## config.mk

```make
export PLATFORM = sky130hd
export DESIGN_NAME = poly_basemul_ctrl
export DESIGN_NICKNAME = d
export VERILOG_FILES = /design/src/rtl/kyber_pkg.sv /design/src/rtl/mod_q_neg.sv /design/src/rtl/poly_basemul_ctrl.sv
export SDC_FILE = /design/constraint.sdc
export NUM_CORES = 1
export LEC_CHECK = 0
export BUFFER_PORTS_ARGS = -buffer_cell sky130_fd_sc_hd__buf_4
export CELL_PAD_IN_SITES_DETAIL_PLACEMENT = 0
export CELL_PAD_IN_SITES_GLOBAL_PLACEMENT = 2
export CORE_ASPECT_RATIO = 0.6
export CORE_MARGIN = 3
export CORE_UTILIZATION = 27
export CTS_BUF_LIST = sky130_fd_sc_hd__clkbuf_2
export CTS_CLUSTER_SIZE = 8
export DETAILED_ROUTE_END_ITERATION = 6
export PLACE_DENSITY_LB_ADDON = 0.1
export SKIP_LAST_GASP = 1
export SYNTH_ARGS = -nofsm -noshare
export SYNTH_HDL_FRONTEND = slang
export SYNTH_HIERARCHICAL = 1
export SYNTH_SLANG_ARGS = --single-unit
export TNS_END_PERCENT = 20
```

## constraint.sdc

```tcl
create_clock -name i_clk -period 1.7 [get_ports i_clk]
set_input_delay 0.255 -clock i_clk [delete_from_list [all_inputs] [get_ports i_clk]]
set_output_delay 0.255 -clock i_clk [all_outputs]
set_load 0.01 [all_outputs]
```

## src/rtl/kyber_pkg.sv

```systemverilog
// Shared constants for the Kyber polynomial-arithmetic blocks: modulus, widths,
// basemul sequencing parameters and the controller state encoding.
package kyber_pkg;
  localparam int          COEF_W    = 12;
  localparam int          ADDR_W    = 7;
  localparam int          N_PAIRS   = 128;
  localparam logic [11:0] KQ        = 12'd3329;
  localparam logic [6:0]  ZETA_BASE = 7'd64;
  localparam logic [6:0]  K_LAST    = 7'd127;

  localparam logic [2:0] ST_IDLE   = 3'd0;
  localparam logic [2:0] ST_READ   = 3'd1;
  localparam logic [2:0] ST_LOAD   = 3'd2;
  localparam logic [2:0] ST_RUN    = 3'd3;
  localparam logic [2:0] ST_WRITE  = 3'd4;
  localparam logic [2:0] ST_FINISH = 3'd5;
endpackage

```

## src/rtl/mod_q_neg.sv

```systemverilog
// Modular negation q - x for a reduced coefficient; zero stays zero so the
// result is always in [0, q-1].
module mod_q_neg
  import kyber_pkg::*;
(
  input  logic [COEF_W-1:0] x,
  output logic [COEF_W-1:0] y
);

  // Negate modulo q with the zero special case.
  always_comb begin
    if (x == 12'd0) begin
      y = 12'd0;
    end else begin
      y = KQ - x;
    end
  end

endmodule

```

## src/rtl/poly_basemul_ctrl.sv

```systemverilog
// Walks the 128 coefficient pairs of an NTT-domain product through one basemul
// core: fetch a[k], b[k], zeta; run the core; write r[k] back in ascending order.
module poly_basemul_ctrl
  import kyber_pkg::*;
(
  input  logic        i_clk,
  input  logic        i_rstn,
  input  logic        i_start,
  output logic        o_busy,
  output logic        o_done,
  output logic        o_rd_en,
  output logic [6:0]  o_rd_addr,
  input  logic [23:0] i_a_rdata,
  input  logic [23:0] i_b_rdata,
  output logic [6:0]  o_zeta_addr,
  input  logic [11:0] i_zeta,
  output logic        o_bm_en,
  output logic [11:0] o_bm_p_h,
  output logic [11:0] o_bm_p_l,
  output logic [11:0] o_bm_q_h,
  output logic [11:0] o_bm_q_l,
  output logic [11:0] o_bm_zeta,
  input  logic        i_bm_done,
  input  logic [11:0] i_bm_r_h,
  input  logic [11:0] i_bm_r_l,
  output logic        o_wr_en,
  output logic [6:0]  o_wr_addr,
  output logic [23:0] o_wr_data
);

  logic [2:0]  state;
  logic [2:0]  state_nx;
  logic [6:0]  k;
  logic [6:0]  k_nx;
  logic [11:0] zeta_neg;
  logic [11:0] zeta_sel;

  mod_q_neg u_neg (
    .x (i_zeta),
    .y (zeta_neg)
  );

  // Odd pairs use the negated twiddle of their even neighbour.
  always_comb begin
    if (k[0]) begin
      zeta_sel = zeta_neg;
    end else begin
      zeta_sel = i_zeta;
    end
  end

  // Next-state and pair-counter logic.
  always_comb begin
    state_nx = state;
    k_nx     = k;
    case (state)
      ST_IDLE: begin
        if (i_start) begin
          state_nx = ST_READ;
        end else begin
          state_nx = ST_IDLE;
        end
      end
      ST_READ:  state_nx = ST_LOAD;
      ST_LOAD:  state_nx = ST_RUN;
      ST_RUN: begin
        if (i_bm_done) begin
          state_nx = ST_WRITE;
        end else begin
          state_nx = ST_RUN;
        end
      end
      ST_WRITE: begin
        if (k == K_LAST) begin
          state_nx = ST_FINISH;
        end else begin
          state_nx = ST_READ;
          k_nx     = k + 7'd1;
        end
      end
      ST_FINISH: begin
        state_nx = ST_IDLE;
        k_nx     = 7'd0;
      end
      default: begin
        state_nx = ST_IDLE;
        k_nx     = 7'd0;
      end
    endcase
  end

  // State, counter and registered outputs; strobes are decoded from the next state.
  always_ff @(posedge i_clk or negedge i_rstn) begin
    if (!i_rstn) begin
      state       <= ST_IDLE;
      k           <= 7'd0;
      o_busy      <= 1'b0;
      o_done      <= 1'b0;
      o_rd_en     <= 1'b0;
      o_rd_addr   <= 7'd0;
      o_zeta_addr <= 7'd0;
      o_bm_en     <= 1'b0;
      o_bm_p_h    <= 12'd0;
      o_bm_p_l    <= 12'd0;
      o_bm_q_h    <= 12'd0;
      o_bm_q_l    <= 12'd0;
      o_bm_zeta   <= 12'd0;
      o_wr_en     <= 1'b0;
      o_wr_addr   <= 7'd0;
      o_wr_data   <= 24'd0;
    end else begin
      state   <= state_nx;
      k       <= k_nx;
      o_busy  <= (state_nx != ST_IDLE);
      o_done  <= (state_nx == ST_FINISH);
      o_rd_en <= (state_nx == ST_READ);
      o_bm_en <= (state_nx == ST_RUN);
      o_wr_en <= (state == ST_RUN) && i_bm_done;
      if (state_nx == ST_READ) begin
        o_rd_addr   <= k_nx;
        o_zeta_addr <= ZETA_BASE + {1'b0, k_nx[6:1]};
      end
      // Operands are only loaded here, so they stay frozen for the whole multiply.
      if (state == ST_LOAD) begin
        o_bm_p_h  <= i_a_rdata[23:12];
        o_bm_p_l  <= i_a_rdata[11:0];
        o_bm_q_h  <= i_b_rdata[23:12];
        o_bm_q_l  <= i_b_rdata[11:0];
        o_bm_zeta <= zeta_sel;
      end
      if ((state == ST_RUN) && i_bm_done) begin
        o_wr_addr <= k;
        o_wr_data <= {i_bm_r_h, i_bm_r_l};
      end
    end
  end

endmodule
```

==> qor.txt, run 1 <==
status - complete, but fails checks
failing checks - negative setup slack
Max clock buf depth - 2
routability congestion estimate - 0.763
total number of vias - 4240
Final HPWL DP - 9970 um
Routed wire per std cell - 14.7 um
Die Y - 110 um
filler instances - 1686
Required @ worst endpoint - 2240 ps
design area - 0.00799 mm2
Internal Power - 7.74 mW
crit path launch type - flip-flop
worst-margin pin slew - 648 ps
Area growth syn-to-layout - 63.5%
post-synthesis cell count - 428
Fmax - 585 MHz
CP startpoint - k[0]$_DFF_PN0_
Post-Place Cells - 868
GRT Util Overall - 14.9%
r2r setup slk - -10 ps
crit path max fanout - 5
CTS clock-pin slew for the worst setup and hold paths - 210 ps
Post-Syn Area - 0.00489 mm2
number of global-route vias before repair - 4256
critical path type - flip-flop to flip-flop
r2r worst-path depth - 5
combinational share of power - 46.7%
post-layout min period - 1710 ps
reg-to-reg endpoint - o_rd_addr[2]$_DFFE_PN0N_
initial antenna violation count - 0
initial DRC count - 141
final core area utilization - 45.8%
first-pass GRT wire length - 23200 um
CTS buffer count - 17
worst slack, placed - -166 ps
Worst Setup EP - o_rd_addr[2]$_DFFE_PN0N_
Largest delay share family, worst path - flip-flops
crit-path max cell delay - 460 ps
Pwr per Cell Area - 1520 mW/mm2
number of synthesized flops with an enable pin - 0
Post-Route WL - 14600 um
area share of the largest cell type after synthesis - 58.3%
number of setup violations in the final report - 1
Max IR drop VDD - 0.000497 V
Non-Filler Instances - 988
clk_lat worst skew - 670 ps
Max transition margin - 56.8%
most frequent cells after synthesis - dfrtp_1 (114), nand2_1 (99), mux2_2 (48), nor2_1 (26)
cell taking the most area after synthesis - dfrtp_1
Port-buffer cells - 197
crit end category - flip-flop
Hold Crit Class - input port to async pin
Die Area - 0.0198 mm2
chip width - 180 um
synth top area cells - dfrtp_1 (58%), mux2_2 (11%), nand2_1 (7.6%), mux2i_1 (2.7%), nor2_1 (2.0%)
Critical Path AT - 2250 ps
Worst Skew - 40.7 ps
Syn Nets - 518
Sink Count - 114
Clock power frac - 16.5%
post-synthesis sequential area ratio - 58.3%
I/O pin cnt - 198
RSZ-0062 raised after global routing - true
register bit total from synthesis - 114
most numerous cell in the Yosys netlist - dfrtp_1
RR Startpoint - k[0]$_DFF_PN0_
prevailing post-synth register cell - dfrtp_1
Net Sw Frac - 36.2%
synth unique cells - 54
cell leakage power - 3.86 nW
CTS root buffer - clkbuf_2
antenna cell count - 0
total iterations of the first detailed-routing run - 4
Synth async-reset ratio - 100%
CTS tree - built
slowest stage cell, crit path - dfrtp_1
final hold violation count - 0
critical path, cell by cell - ha_4 -> and2_1 -> a311o_4 -> inv_6 -> mux2_4
synthesized area per cell - 11.4 um2
Final nets - 831
part of the power in registers - 36.9%
WP buf/inv - 1
stages on the worst setup path - 5
sw power - 4.39 mW
Via density - 4.29
max-cap viol count - 0
gr ovfl total - 0
DRC errors left - 0
Core Region - 0.0175 mm2
Max Slew Vio Count - 0
Final WS setup - -9.63 ps
worst hold slack - 148 ps
htree depth - 4
Syn. warnings - 6
part of the cycle the worst path needs - 101%
Initial Util - 28.0%
largest net degree at the start of global routing - 115
area post-placement - 0.00684 mm2
Routed Antenna Nets - 0
setup TNS - -9.63 ps
Cell Rows - 37
share of cells above drive strength 1 - 44.6%
total chip power - 12.1 mW
-- timing repair --
item                                    4_1_cts  5_1_grt
hold buffers                                 87        0
gates resized for setup                       0        2
pin swaps                                     0        0
endpoints found under the setup margin        3       15
endpoints found under the hold margin       204        0
setup buffers                                 0        1
-- worst register-to-register path, delay by kind of cell (launching register included) --
kind            cells  cell delay (ps)
mux                 1              300
flops               1              460
buf+inv             1              100
compound gates      1              360
fa+ha+maj           1              170
simple gates        1              200
-- how the worst min path moves through the flow --
stage,startpoint,endpoint,slack [ps]
2_1_floorplan,i_rstn,k[0]$_DFF_PN0_,-40
3_3_place_gp,i_rstn,o_bm_q_l[10]$_DFFE_PN0N_,400
3_5_place_dp,i_rstn,o_bm_q_h[0]$_DFFE_PN0N_,410
4_1_cts,i_rstn,o_bm_q_h[0]$_DFFE_PN0N_,120
5_1_grt,i_rstn,o_bm_q_l[10]$_DFFE_PN0N_,110
6_report,i_rstn,o_bm_q_l[10]$_DFFE_PN0N_,150
-- cells by family after synthesis --
| family | after synthesis | synth area share, % |
|---|---|---|
| buffers and inverters | 35 | 3.86 |
| AND/OR/NAND/NOR | 163 | 15.0 |
| adder cells (fa/ha/maj) | 2 | 0.512 |
| XOR/XNOR | 6 | 1.07 |
| AO/OA/AOI/OAI | 43 | 6.24 |
| multiplexers | 65 | 14.9 |
| flip-flops | 114 | 58.3 |
-- flip-flops by register name, summed over array words and instances, names as in the netlist, 2 cells and up --
name,cells
o_wr_addr,7
o_bm_q_l,12
o_bm_p_l,12
o_wr_data,24
k,7
o_zeta_addr,2
o_bm_q_h,12
state,3
o_rd_addr,6
o_bm_p_h,12
o_bm_zeta,12
-- cell usage in the layout, fill, tap and decap left out, types with 6 or more instances in the layout --
cell type / count
clkbuf_2: 17
buf_4: 234
dfrtp_1: 113
nor3_1: 6
dlygate4sd3_1: 87
nor2_1: 26
a21oi_1: 17
mux2_2: 48
mux2i_1: 13
nand2_1: 99
o21ai_0: 8
-- power by group through the flow --
stage | Clock, mW | Sequential [mW] | Combinational (mW)
6_report | 2.00 | 4.47 | 5.66
5_1_grt | 2.24 | 4.64 | 6.18
4_1_cts | 2.11 | 4.49 | 5.73
3_5_place_dp | 0 | 4.56 | 5.55
3_3_place_gp | 0 | 4.54 | 5.48
2_1_floorplan | 0 | 4.98 | 2.31
-- cell type report --
type | instances | area, um2 | share of cell area [%]
Sequential cell | 114 | 2850 | 35.7
Timing Repair Buffer | 324 | 2690 | 33.6
Multi-Input combinational cell | 279 | 1870 | 23.3
Tap cell | 234 | 293 | 3.66
Clock inverter | 15 | 184 | 2.30
Clock buffer | 17 | 85.1 | 1.06
Inverter | 5 | 23.8 | 0.297
-- metal layers --
layer / routed length [um] / vias to the layer above / track usage (%)
li1: - / 2080 / -
met2: 6210 / 143 / 22.1
met1: 7290 / 2010 / 21.1
met5: 0 / - / 0
met3: 963 / 7 / 5.08
met4: 97 / 0 / 3.64
(Power assumes the default switching activity.)
==> run 2: changes to the inputs <==
ABC_AREA = 1   (was not set)
CORE_UTILIZATION = 25   (was 27)
MAX_ROUTING_LAYER = met4   (was not set)
clock period = 1.42 ns   (was 1.7 ns; I/O delays follow)
==> run 2 against run 1 <==
Compared with the run above:
- the flow still finishes with violations (negative setup slack)
- final cell count is 21% higher
- sequential cell count unchanged
- worst setup slack got worse by 50 ps
- critical path type is now flip-flop to output port
==> qor.txt, run 2 <==
status - complete, but fails checks
share of cells above drive strength 1 - 34.5% (-10 points)
max-cap viol count - 0 (unchanged)
initial DRC count - 267 (+89%)
RSZ-0062 raised after global routing - true
Max transition margin - 42.1% (-15 points)
met1 wire length - 8700 um (+19%)
routability congestion estimate - 0.763 (about the same)
CTS root buffer - clkbuf_2
largest net degree at the start of global routing - 48 (-58%)
Area growth syn-to-layout - 68.1%
register bit total from synthesis - 114 (unchanged)
Die Y - 116 um (+5.0%)
Synth async-reset ratio - 100% (unchanged)
sw power - 6.14 mW (+40%)
Critical Path AT - 1270 ps (-980 ps)
CTS tree - built
slowest stage cell, crit path - dfrtp_1
Pwr per Cell Area - 1790 mW/mm2 (+18%)
crit-path max cell delay - 460 ps (about the same)
total chip power - 15.1 mW (+24%)
post-layout min period - 1480 ps
prevailing post-synth register cell - dfrtp_1
I/O pin cnt - 198 (unchanged)
CTS clock-pin slew for the worst setup and hold paths - 210 ps (about the same)
synth top area cells - dfrtp_1 (57%), nand2_1 (22%), nor2_1 (2.8%), inv_1 (2.2%), o31ai_1 (1.8%)
Net Sw Frac - 40.6% (+4.4 points)
htree depth - 4 (unchanged)
area share of the largest cell type after synthesis - 56.8% (-1.5 points)
max reg flops - 24 (unchanged)
metal2 WL - 7090 um (+14%)
failing checks - negative setup slack
synthesized area per cell - 8.39 um2 (-27%)
Internal Power - 8.96 mW (+16%)
Biggest register - o_wr_data
antenna cell count - 0 (unchanged)
number of synthesized flops with an enable pin - 0 (unchanged)
gr ovfl total - 0 (unchanged)
Final WS setup - -59.4 ps (-49.8 ps)
combinational share of power - 49.0% (+2.3 points)
crit path max fanout - 3 (-2)
Final HPWL DP - 11700 um (+18%)
part of the power in registers - 36.1% (-0.8 points)
cell taking the most area after synthesis - dfrtp_1
CTS buffer count - 17 (unchanged)
first-pass GRT wire length - 26500 um (+14%)
Initial Util - 25.9% (-2.1 points)
Required @ worst endpoint - 1210 ps (-1030 ps)
most frequent cells after synthesis - nand2_1 (299), dfrtp_1 (114), nor2_1 (38), inv_1 (30), buf_2 (14)
Routed Antenna Nets - 0 (unchanged)
total iterations of the first detailed-routing run - 4 (unchanged)
crit path launch type - flip-flop
number of setup violations in the final report - 103 (+102)
Cell Rows - 39 (+5.4%)
crit end category - output port
Die Area - 0.0219 mm2 (+10%)
Sink Count - 114 (unchanged)
Worst Skew - 25.5 ps (-15.2 ps)
Hold Crit Class - input port to async pin
final hold violation count - 0 (unchanged)
initial antenna violation count - 0 (unchanged)
Non-Filler Instances - 1199 (+21%)
Port-buffer cells - 197 (unchanged)
clk_lat worst skew - 650 ps (-20 ps)
Max IR drop VDD - 0.000672 V (+35%)
Max Slew Vio Count - 0 (unchanged)
post-synthesis sequential area ratio - 56.8% (-1.5 points)
met3 wire len - 1060 um (+10%)
post-synthesis cell count - 598 (+40%)
part of the cycle the worst path needs - 104%
worst slack, placed - -160 ps (+6.14 ps)
Largest delay share family, worst path - flip-flops
DRC errors left - 0 (unchanged)
critical path, cell by cell - buf_6
GRT Util Overall - 15.9% (+0.98 points)
Post-Syn Area - 0.00502 mm2 (+2.6%)
Final nets - 1010 (+22%)
Post-Place Cells - 1059 (+22%)
Fmax - 676 MHz
Syn Nets - 688 (+33%)
Routed wire per std cell - 14.2 um (-3.5%)
total number of vias - 4884 (+15%)
most common cell after layout, fill and taps aside - nand2_1
Top Layer Used - met4
synth unique cells - 34 (-37%)
Syn. warnings - 6 (unchanged)
critical path type - flip-flop to output port
filler instances - 1939 (+15%)
WP buf/inv - 1 (unchanged)
Max clock buf depth - 2 (unchanged)
chip width - 189 um (+5.1%)
Via density - 4.07 (-5.1%)
commonest cells after routing, fill and taps aside - nand2_1 (295), buf_4 (193), dfrtp_1 (113)
cell leakage power - 4.47 nW (+16%)
Post-Route WL - 17100 um (+17%)
Clock power frac - 15.0% (-1.5 points)
Core Region - 0.0194 mm2 (+11%)
most numerous cell in the Yosys netlist - nand2_1
setup TNS - -2390 ps (-2390 ps)
number of global-route vias before repair - 4949 (+16%)
worst-margin pin slew - 865 ps (+217 ps)
==> run 2: layout make-up <==
type / instances / area [um2] / area share (%)
Timing Repair Buffer: 331 / 2930 / 34.7
Multi-Input combinational cell: 418 / 1930 / 22.9
Sequential cell: 114 / 2850 / 33.8
Clock buffer: 17 / 85.1 / 1.01
Tap cell: 266 / 333 / 3.94
Inverter: 38 / 149 / 1.76
Clock inverter: 15 / 158 / 1.87
==> run 2: per-stage QoR <==
step           utilization (%)  hold WS (ps)  area (um2)
5_1_grt                   43.6          5.98        8440
3_5_place_dp              35.7           141        6910
2_1_floorplan                -         -82.6        5020
3_3_place_gp              35.7           144        6910
6_report                  43.6          95.9        8440
4_1_cts                   42.2          16.6        8170
==> run 2: cell families after synthesis <==
group | Yosys count | share of synthesized area [%]
and+or+nand+nor | 380 | 31.6
xor gates and xnor gates | 4 | 0.698
DFF | 114 | 56.8
buffers and inverters | 67 | 6.33
adders and majority gates | 2 | 0.499
AOI/OAI and AO/OA | 31 | 4.01
==> run 2: final timing paths <==
path | startpoint | endpoint | slack, ps | cells past startpoint
max | o_rd_addr[3]$_DFFE_PN0N_ | o_zeta_addr[2] | -60 | 1
max reg2reg | k[1]$_DFF_PN0_ | o_zeta_addr[6]$_DFFE_PN0N_ | -20 | 7
min | i_rstn | o_wr_addr[0]$_DFFE_PN0N_ | 100 | 3
min in group i_clk | i_b_rdata[4] | o_bm_q_l[4]$_DFFE_PN0N_ | 260 | 4
max in group asynchronous | i_rstn | o_wr_data[11]$_DFFE_PN0N_ | 80 | 3
min reg2reg | o_zeta_addr[6]$_DFFE_PN0N_ | o_zeta_addr[6]$_DFFE_PN0N_ | 500 | 1
==> run 2: power by group through the flow <==
stage / clock network, mW / registers [mW] / logic [mW]
final: 2.26 / 5.45 / 7.40
after global routing: 2.51 / 5.62 / 8.26
after CTS: 2.37 / 5.41 / 7.14
after detailed placement: 0 / 5.41 / 6.70
after global placement: 0 / 5.40 / 6.65
after floorplan: 0 / 5.90 / 2.75
==> run 2: layer usage <==
metal | vias up | GRT usage (%)
met3 | 14 | 5.11
met2 | 136 | 22.2
met1 | 2257 | 22.2
li1 | 2477 | -
met4 | 0 | 4.02
met5 | - | -
==> run 2: repair_timing <==
action                     CTS  global route
gates cloned                 0             1
buffers inserted             6            11
pin swaps                    0            10
hold endpoints to repair   213             8
setup endpoints to repair  149           204
gates resized for setup     25            38
hold buffers                88             2
